`src/rtl/alien_march_sequencer.sv`:
```
// -----------------------------------------------------------------------------
// alien_march_sequencer
//
// Paces the alien formation: counts video frames, and once per "period" frames
// issues a one-cycle motion command (LEFT / RIGHT / DOWN) to the formation
// datapath. At a screen edge it emits DOWN and reverses direction. The period
// shrinks as aliens die. On victory or defeat the sequencer freezes until reset.
//
// Ports:
//   clk         system clock
//   reset       synchronous, active-high
//   enable      1 = march runs, 0 = pause (counters hold)
//   frame_tick  one-cycle pulse per video frame
//   can_left    formation may step left
//   can_right   formation may step right
//   alive       per-alien alive mask
//   victory     all aliens dead
//   defeat      formation reached the player zone
//   motion      0 none, 1 LEFT, 2 RIGHT, 3 DOWN (one-cycle pulse)
//   dir_right   current horizontal direction, 1 = right
//   step_pulse  high with any nonzero motion
//   halted      frozen on victory/defeat
//   period      current frames-per-step
// -----------------------------------------------------------------------------
module alien_march_sequencer #(
  parameter int NB_ALIENS     = 4,
  parameter int BASE_PERIOD   = 30,
  parameter int MIN_PERIOD    = 2,
  parameter int SPEEDUP       = 4,
  parameter int SETTLE_CYCLES = 2,
  parameter int PW            = 8
) (
  input  logic                 clk,
  input  logic                 reset,
  input  logic                 enable,
  input  logic                 frame_tick,
  input  logic                 can_left,
  input  logic                 can_right,
  input  logic [NB_ALIENS-1:0] alive,
  input  logic                 victory,
  input  logic                 defeat,
  output logic [1:0]           motion,
  output logic                 dir_right,
  output logic                 step_pulse,
  output logic                 halted,
  output logic [PW-1:0]        period
);

  // Width of the killed counter (must hold 0..NB_ALIENS).
  localparam int KW  = $clog2(NB_ALIENS + 1);
  // Signed width for the period subtraction so underflow is visible as negative.
  localparam int SW  = PW + $clog2(NB_ALIENS) + 1;
  localparam int SCW = (SETTLE_CYCLES > 0) ? $clog2(SETTLE_CYCLES + 1) : 1;

  localparam logic [1:0]     MOT_NONE  = 2'd0;
  localparam logic [1:0]     MOT_LEFT  = 2'd1;
  localparam logic [1:0]     MOT_RIGHT = 2'd2;
  localparam logic [1:0]     MOT_DOWN  = 2'd3;

  localparam logic [PW-1:0]  BASE_P      = PW'(BASE_PERIOD);
  localparam logic [PW-1:0]  MIN_P       = PW'(MIN_PERIOD);
  localparam logic [PW-1:0]  FRAME_MAX   = {PW{1'b1}};
  localparam logic [SCW-1:0] SETTLE_INIT = SCW'(SETTLE_CYCLES);

  typedef enum logic [1:0] {
    ST_WAIT   = 2'd0,
    ST_STEP   = 2'd1,
    ST_SETTLE = 2'd2,
    ST_HALT   = 2'd3
  } state_t;

  state_t         state;
  logic [KW-1:0]  killedR;
  logic [PW-1:0]  frameCnt;
  logic [SCW-1:0] settleCnt;
  // A period that expired while settling; fires on the first WAIT cycle.
  logic           stepPending;

  logic signed [SW-1:0] periodCalcS;
  logic [PW-1:0]        periodNextS;
  logic [PW:0]          frameIncS;
  logic                 expireS;
  logic [PW-1:0]        frameSatS;

  // Number of set bits in the alive mask.
  function automatic logic [KW-1:0] countAlive(input logic [NB_ALIENS-1:0] mask);
    logic [KW-1:0] acc;
    acc = '0;
    for (int i = 0; i < NB_ALIENS; i++) begin
      acc = acc + KW'(mask[i]);
    end
    return acc;
  endfunction

  // Next period: base minus speedup per kill, clamped to the floor.
  always_comb begin
    periodCalcS = $signed(SW'(BASE_PERIOD)) - ($signed(SW'(killedR)) * $signed(SW'(SPEEDUP)));
    if (periodCalcS < $signed(SW'(MIN_PERIOD))) begin
      periodNextS = MIN_P;
    end else begin
      periodNextS = periodCalcS[PW-1:0];
    end
  end

  // Frame counter helpers: expiry test on frame_cnt+1 and saturating increment.
  always_comb begin
    frameIncS = {1'b0, frameCnt} + {{PW{1'b0}}, 1'b1};
    expireS   = (frameIncS >= {1'b0, period});
    if (frameCnt == FRAME_MAX) begin
      frameSatS = frameCnt;
    end else begin
      frameSatS = frameCnt + PW'(1);
    end
  end

  // Period pipeline: killed count then clamped period, one register each.
  always_ff @(posedge clk) begin
    if (reset) begin
      killedR <= '0;
      period  <= BASE_P;
    end else begin
      killedR <= KW'(NB_ALIENS) - countAlive(alive);
      period  <= periodNextS;
    end
  end

  // March FSM with registered motion outputs.
  always_ff @(posedge clk) begin
    if (reset) begin
      state       <= ST_WAIT;
      frameCnt    <= '0;
      settleCnt   <= '0;
      stepPending <= 1'b0;
      motion      <= MOT_NONE;
      step_pulse  <= 1'b0;
      dir_right   <= 1'b1;
      halted      <= 1'b0;
    end else begin
      motion     <= MOT_NONE;
      step_pulse <= 1'b0;
      // End of game overrides any step decided in the same cycle.
      if (victory || defeat) begin
        state       <= ST_HALT;
        halted      <= 1'b1;
        stepPending <= 1'b0;
      end else begin
        case (state)
          ST_WAIT: begin
            if (enable && (stepPending || (frame_tick && expireS))) begin
              frameCnt    <= '0;
              stepPending <= 1'b0;
              state       <= ST_STEP;
              step_pulse  <= 1'b1;
              if (dir_right) begin
                if (can_right) begin
                  motion <= MOT_RIGHT;
                end else begin
                  motion    <= MOT_DOWN;
                  dir_right <= 1'b0;
                end
              end else begin
                if (can_left) begin
                  motion <= MOT_LEFT;
                end else begin
                  motion    <= MOT_DOWN;
                  dir_right <= 1'b1;
                end
              end
            end else if (enable && frame_tick) begin
              frameCnt <= frameSatS;
            end else begin
              frameCnt <= frameCnt;
            end
          end
          ST_STEP, ST_SETTLE: begin
            // Frames keep counting while the datapath settles; an expiry is
            // remembered rather than acted on, so one step per window at most.
            if (enable && frame_tick) begin
              if (!stepPending && expireS) begin
                stepPending <= 1'b1;
                frameCnt    <= '0;
              end else begin
                frameCnt <= frameSatS;
              end
            end else begin
              frameCnt <= frameCnt;
            end
            if (state == ST_STEP) begin
              state     <= ST_SETTLE;
              settleCnt <= SETTLE_INIT;
            end else if (enable) begin
              if (settleCnt <= SCW'(1)) begin
                settleCnt <= '0;
                state     <= ST_WAIT;
              end else begin
                settleCnt <= settleCnt - SCW'(1);
              end
            end else begin
              settleCnt <= settleCnt;
            end
          end
          ST_HALT: begin
            halted <= 1'b1;
            state  <= ST_HALT;
          end
          default: begin
            state <= ST_WAIT;
          end
        endcase
      end
    end
  end

endmodule

```
`config.mk`:
```
export PLATFORM = sky130hd
export DESIGN_NAME = alien_march_sequencer
export DESIGN_NICKNAME = d
export VERILOG_FILES = /design/src/rtl/alien_march_sequencer.sv
export SDC_FILE = /design/constraint.sdc
export NUM_CORES = 1
export LEC_CHECK = 0
export CORE_MARGIN = 10
export CORE_UTILIZATION = 46
export CTS_BUF_LIST = sky130_fd_sc_hd__clkbuf_4
export CTS_CLUSTER_SIZE = 24
export DETAILED_ROUTE_END_ITERATION = 6
export GPL_TIMING_DRIVEN = 0
export MAX_ROUTING_LAYER = met4
export PLACE_DENSITY_LB_ADDON = 0.2
export SYNTH_ARGS = -nofsm -noshare
export SYNTH_HDL_FRONTEND = slang
export SYNTH_SLANG_ARGS = --single-unit
```
`constraint.sdc`:
```
create_clock -name clk -period 3.2 [get_ports clk]
set_input_delay 0.64 -clock clk [delete_from_list [all_inputs] [get_ports clk]]
set_output_delay 0.64 -clock clk [all_outputs]
set_load 0.01 [all_outputs]
```
======== After elaboration in Yosys (flattened, before gate mapping) ========
Cells that the tools add are included.
cells by class
  bitwise gates (word level) .............. 3
  equality and inequality tests ........... 11
  reductions and logical operators ........ 21
  order comparisons ....................... 3
  add/sub/neg operators ................... 8
  muxes and demuxes ....................... 29
operator list
  operator                                            number
  2-to-1 mux 8 bit                                    5
  2-to-1 mux 2 bit                                    10
  one-hot mux 8 bit (2 select lines)                  1
  2-to-1 mux 1 bit                                    10
  adder 8 x 1 -> 9 bit, second input constant         1
  greater-or-equal comparator 9 x 8 -> 1 bit          1
  AND reduction 3 bit                                 3
  adder 8 x 1 -> 8 bit, second input constant         1
  equality test 8 bit, second input constant          1
  != test 4 bit, second input constant                2
  AND reduction 4 bit                                 2
  < comparator 6 x 3 -> 1 bit, second input constant  1
  != test 2 bit, second input constant                3
  != test 3 bit, second input constant                2
  one-hot mux 2 bit (3 select lines)                  1
  nonzero test 2 bit                                  3
  OR reduction 2 bit                                  3
  subtractor 5 x 5 -> 6 bit, first input constant     1
  2-to-1 mux 5 bit                                    1
  equality test 2 bit, second input constant          2
  logical AND 1 bit                                   4
  OR reduction 4 bit                                  1
  adder 2 x 1 -> 3 bit                                1
  adder 3 x 1 -> 3 bit                                1
  other kinds (11)                                    14
storage, ports and cells
  register bits ........................... 27
  bits of input ports ..................... 12
  word-level logic and storage cells ...... 86

======== Logic depth before layout (Yosys ltp) ========
  depth in word-level cells ............... 8
  gate-level depth with buffers ........... 10
  depth with buffers taken out ............ 9

======== Worst setup path before layout ========
No wires, ideal clock.
  kind .................................... register -> register
  start ................................... register frameCnt[0]
  end ..................................... register state[0]
  stages on the path, launching flop included .. 11
  arrival ................................. 2.903 ns
  period minus slack after synthesis ...... 2.994 ns
  path buffers ............................ 1
  setup slack ............................. 0.206 ns
  data required time ...................... 3.109 ns
  library setup time ...................... 0.091 ns
  cells stage by stage .................... dfxtp_1 > ha_1 > clkbuf_1 > nand3_1 > xnor2_1 > ha_1 > nand2b_1 > or4_1 > a222oi_1 > a311oi_1 > a311oi_1
between the ends
  cells in the longest elaborated chain, start to end .. 7
RTL lines
  element                                     RTL line  RTL
  start: declaration                          74        logic [PW-1:0] frameCnt;
  start signal: assignment                    170       frameCnt <= frameSatS;
  start signal: assignment                    172       frameCnt <= frameCnt;
  start signal: assignment                    183       frameCnt <= frameSatS;
  adder 8 x 1 -> 9 bit                        107       frameIncS = {1'b0, frameCnt} + {{PW{1'b0}}, 1'b1};
  greater-or-equal comparator 9 x 8 -> 1 bit  108       expireS = (frameIncS >= {1'b0, period});
  logical AND 1 bit                           149       if (enable && (stepPending || (frame_tick && expireS))) begin
  logical OR 1 bit                            149
  logical AND 1 bit                           149
  != test 3 bit (no source line)              -
  AND reduction 3 bit (no source line)        -
  end signal: assignment                      143       state <= ST_HALT;
  end signal: assignment                      152       state <= ST_STEP;
  end signal: assignment                      189       state <= ST_SETTLE;
  end: declaration                            72        state_t state;
Every way passes these cells.
A chain may end at the register's enable or synchronous reset.

======== Worst setup path after layout ========
  start ................................... register frameCnt[0]
  end ..................................... register frameCnt[4]
between the ends
  cells in the longest elaborated chain, start to end .. 7
RTL lines
  element                                                                                            RTL line
  adder 8 x 1 -> 9 bit                                                                               107
  greater-or-equal comparator 9 x 8 -> 1 bit                                                         108
  logical AND 1 bit                                                                                  149
  logical OR 1 bit                                                                                   149
  logical AND 1 bit                                                                                  149
  != test 3 bit (no source line) / 2-to-1 mux 8 bit (equally long branches)                          -
  AND reduction 4 bit (no source line) / one-hot mux 8 bit (2 select lines) (equally long branches)  -
Several ways; a longest one is shown, not always the timed one. The select of a mux whose other input is x is not followed.

==> flow_metrics.env <==
export IMPL_hpwlAfterDp_mm=2.56
export IMPL_finalHoldViolCount=0
export IMPL_synth_edff_count=0
export IMPL_overflow=0
export IMPL_async_flop_share_pct=0
export IMPL_holdWs_ns=0.408
export IMPL_ctsHoldBuffers=0
export IMPL_via_count=1283
export IMPL_r2r_slack_ns=0.19
export IMPL_tightest_slew_ns=0.662
export IMPL_finClkSkew_ns=0.00980
export IMPL_post_place_ws_ns=-0.385
export IMPL_cts_tree="built"
export IMPL_place_area_um2=1680
export IMPL_ys_types=47
export IMPL_die_y_um=75.8
export IMPL_viasPerCell=5.37
export IMPL_row_count=20
export IMPL_initial_utilization_pct=47.4
export IMPL_fin_crit_sh_pct=94.0
export IMPL_swShare_pct=24.5
export IMPL_fin_cells=239
export IMPL_setup_viol=0
export IMPL_drc=0
export IMPL_worst_setup_path_type="flip-flop to flip-flop"
export IMPL_placedCellCount=233
export IMPL_area_growth_pct=21.9
export IMPL_synthesis_area_um2=1430
export IMPL_insertion_delay_ns=0.32
export IMPL_drt_initial_drc_count=76
export IMPL_critPathBufInv=2
export IMPL_fp_dieArea_um2=5750
export IMPL_holdCritStartpoint="killedR[0]$_SDFF_PP0_"
export IMPL_regToRegStartpoint="frameCnt[0]$_SDFFE_PP0P_"
export IMPL_cts_reportedPaths_clkPinSlew_ns=0.14
export IMPL_cts_buffers=3
export IMPL_clkPwrFrac_pct=34.1
export IMPL_peakVddDrop_uv=277
export IMPL_fillers=288
export IMPL_h_tree_depth=1
export IMPL_core_um2=3030
export IMPL_final_area_um2=1750
export IMPL_cts_root_buf="clkbuf_4"
export IMPL_slowest_delay_ns=0.44
export IMPL_power_density_nw_per_um2=372
export IMPL_rsz0062_at_grt="no"
export IMPL_cp_end_kind="flip-flop"
export IMPL_antennaDiodeCount=0
export IMPL_wl_per_cell_um=13.7
export IMPL_ys_seq_elements=24
export IMPL_hp_class="flip-flop to flip-flop"
export IMPL_clk_path_buf_depth=2
export IMPL_yosysWarnings=0
export IMPL_crit_family="compound AO/OA/AOI/OAI gates"
export IMPL_critical_path_slowest_cell="dfxtp_1"
export IMPL_ys_flop_type="dfxtp_1"
export IMPL_arrival_ns=3.23
export IMPL_slew_viol_final=0
export IMPL_tns_ns=0
export IMPL_reg2reg_depth=11
export IMPL_r2r_end="frameCnt[4]$_SDFFE_PP0P_"
export IMPL_critPathMaxFanout=7
export IMPL_first_global_vias=1201
export IMPL_io_pins=25
export IMPL_cp_required_ns=3.42
export IMPL_place_congestion=0.875
export IMPL_grt_max_degree=15
export IMPL_synth_seq_area_share_pct=33.5
export IMPL_grt_pass1_wl_mm=5.29
export IMPL_p_leak_nw=0.721
export IMPL_nNetsFinal=220
export IMPL_drive_above_1_share_pct=10.8
export IMPL_p_seq_share_pct=49.1
export IMPL_wirelength_mm=3.28
export IMPL_startpoint_type="flip-flop"
export IMPL_status="completed"
export IMPL_fin_ws_ns=0.194
export IMPL_slew_headroom_pct=55.9
export IMPL_syn_area_per_cell_um2=8.53
export IMPL_whs_path_depth=1
export IMPL_maxCapViolations=0
export IMPL_internal_power_mw=0.491
export IMPL_grt_total_usage_pct=12.0
export IMPL_period_needed_ns=3.01
export IMPL_ant_nets=0
export IMPL_io_buffers=18
export IMPL_antenna_found_initial=0
export IMPL_hold_end="period[2]$_SDFF_PP1_"
export IMPL_p_comb_share_pct=16.8
export IMPL_clkSinkCount=24
export IMPL_critPathMostFrequentCell="ha_1"
export IMPL_crit_chain="ha_1, clkbuf_1, nand3_1, xnor2_1, ha_1, nand2b_1, or4_1, a222oi_1, buf_4, a21boi_2, o41ai_1"
export IMPL_die_x_um=75.8
export IMPL_switching_power_mw=0.159
export IMPL_syn_inst=168
export IMPL_max_freq_mhz=333
export IMPL_drt_pre_antenna_iters=4
## registers in the layout, summed over array words and instances (netlist names)
| name | count |
|---|---|
| frameCnt | 8 |
| killedR | 3 |
| period | 3 |
| motion | 2 |
| settleCnt | 2 |
| state | 2 |
| dir_right | 1 |
| halted | 1 |
| stepPending | 1 |
| step_pulse | 1 |
## timing repair
| action | 4_1_cts | 5_1_grt |
|---|---|---|
| setup buffers | 2 | 0 |
| setup endpoints to repair | 14 | 0 |
| gates resized for setup | 0 | 0 |
## worst register-to-register path: cells and delay by family (launching register included)
| kind | cells | cell delay, ns |
|---|---|---|
| xor+xnor | 1 | 0.17 |
| flops | 1 | 0.44 |
| simple gates | 3 | 0.67 |
| buf+inv | 2 | 0.51 |
| fa+ha+maj | 2 | 0.38 |
| compound gates | 3 | 0.73 |
## per-stage QoR
step                util (%)  power (mW)
floorplan                  -       0.391
global placement        55.5       0.427
detailed placement      55.5       0.434
CTS                     57.7       0.656
global route            57.7       0.685
finish                  57.7       0.650
## synth_stat cells (2+ instances only)
cell type  number  share of area (%)
a21oi_1         8                2.8
a311oi_1        4                2.4
a32oi_1         2                1.2
buf_4           5                2.6
clkbuf_1        6                1.6
conb_1          2               0.52
dfxtp_1        24                 34
ha_1           11                9.6
inv_1          13                3.4
mux2i_1         2                1.4
nand2_1        10                2.6
nand2b_1        6                2.6
nand3_1         5                1.7
nand3b_1        5                2.6
nand4_1         2               0.87
nand4b_1        2                1.2
nor2_1         11                2.9
nor2b_1         4                1.7
nor3_1          6                2.1
o211ai_1        2                1.0
o21ai_0         4                1.4
o22ai_1         2               0.87
o41ai_1         3                1.8
or2_2           3                1.3
or4_1           2                1.0
xnor2_1         2                1.2
xor2_1          2                1.2
## cells by family (layout without fill, tap and decap cells)
| family | Yosys count | after routing | share of synthesized area, % |
|---|---|---|---|
| DFF | 24 | 24 | 33.5 |
| other | 2 | 5 | 0.524 |
| buffers and inverters | 25 | 49 | 7.94 |
| muxes | 2 | 2 | 1.40 |
| adders and majority gates | 12 | 12 | 11.0 |
| and+or+nand+nor | 61 | 61 | 23.4 |
| AOI/OAI and AO/OA | 38 | 38 | 19.8 |
| xor gates and xnor gates | 4 | 4 | 2.44 |
## placed cells by master, fill, tap and decap left out, types with 4 or more instances in the layout
cell type / n
nand3b_1: 5
clkbuf_1: 6
a311oi_1: 4
inv_1: 13
dfxtp_1: 24
ha_1: 11
nor3_1: 6
nand2_1: 10
nor2_1: 11
conb_1: 5
a21oi_1: 8
nor2b_1: 4
nand3_1: 5
nand2b_1: 6
o21ai_0: 4
buf_4: 7
clkdlybuf4s50_1: 18
## worst max-delay path by stage
stage,startpoint,endpoint,slack [ns],depth (start not counted)
after floorplan,frameCnt[0]$_SDFFE_PP0P_,state[0]$_SDFFE_PP0P_,0.21,10
after global placement,frameCnt[0]$_SDFFE_PP0P_,state[0]$_SDFFE_PP0P_,-0.30,10
after detailed placement,frameCnt[0]$_SDFFE_PP0P_,state[0]$_SDFFE_PP0P_,-0.39,10
after CTS,frameCnt[0]$_SDFFE_PP0P_,frameCnt[4]$_SDFFE_PP0P_,0.21,11
after global routing,frameCnt[0]$_SDFFE_PP0P_,state[1]$_SDFFE_PP0P_,0.01,11
final,frameCnt[0]$_SDFFE_PP0P_,frameCnt[4]$_SDFFE_PP0P_,0.19,11
## power by group through the flow
| stage | Clock [mW] | Sequential [mW] | Combinational (mW) |
|---|---|---|---|
| 6_report | 0.222 | 0.319 | 0.109 |
| 5_1_grt | 0.242 | 0.321 | 0.122 |
| 4_1_cts | 0.228 | 0.319 | 0.108 |
| 3_5_place_dp | 0 | 0.326 | 0.108 |
| 3_3_place_gp | 0 | 0.325 | 0.103 |
| 2_1_floorplan | 0 | 0.327 | 0.0649 |
## area by class of cell
type                            instances  area [µm²]  area share, %
Tap cell                               44        55.1           3.15
Inverter                               13        48.8           2.79
Multi-Input combinational cell        122         851           48.7
Clock buffer                            3        22.5           1.29
Clock inverter                          1        30.0           1.72
Buffer                                 12        65.1           3.72
Sequential cell                        24         480           27.5
Timing Repair Buffer                   20         195           11.2
## layer usage
layer	part of all wire (%)	GRT usage [%]
met2	49	20.4
met4	1.0	2.68
met5	0	-
met3	5.6	3.26
met1	45	13.8
Note: power is estimated with default switching activity, not from simulation.
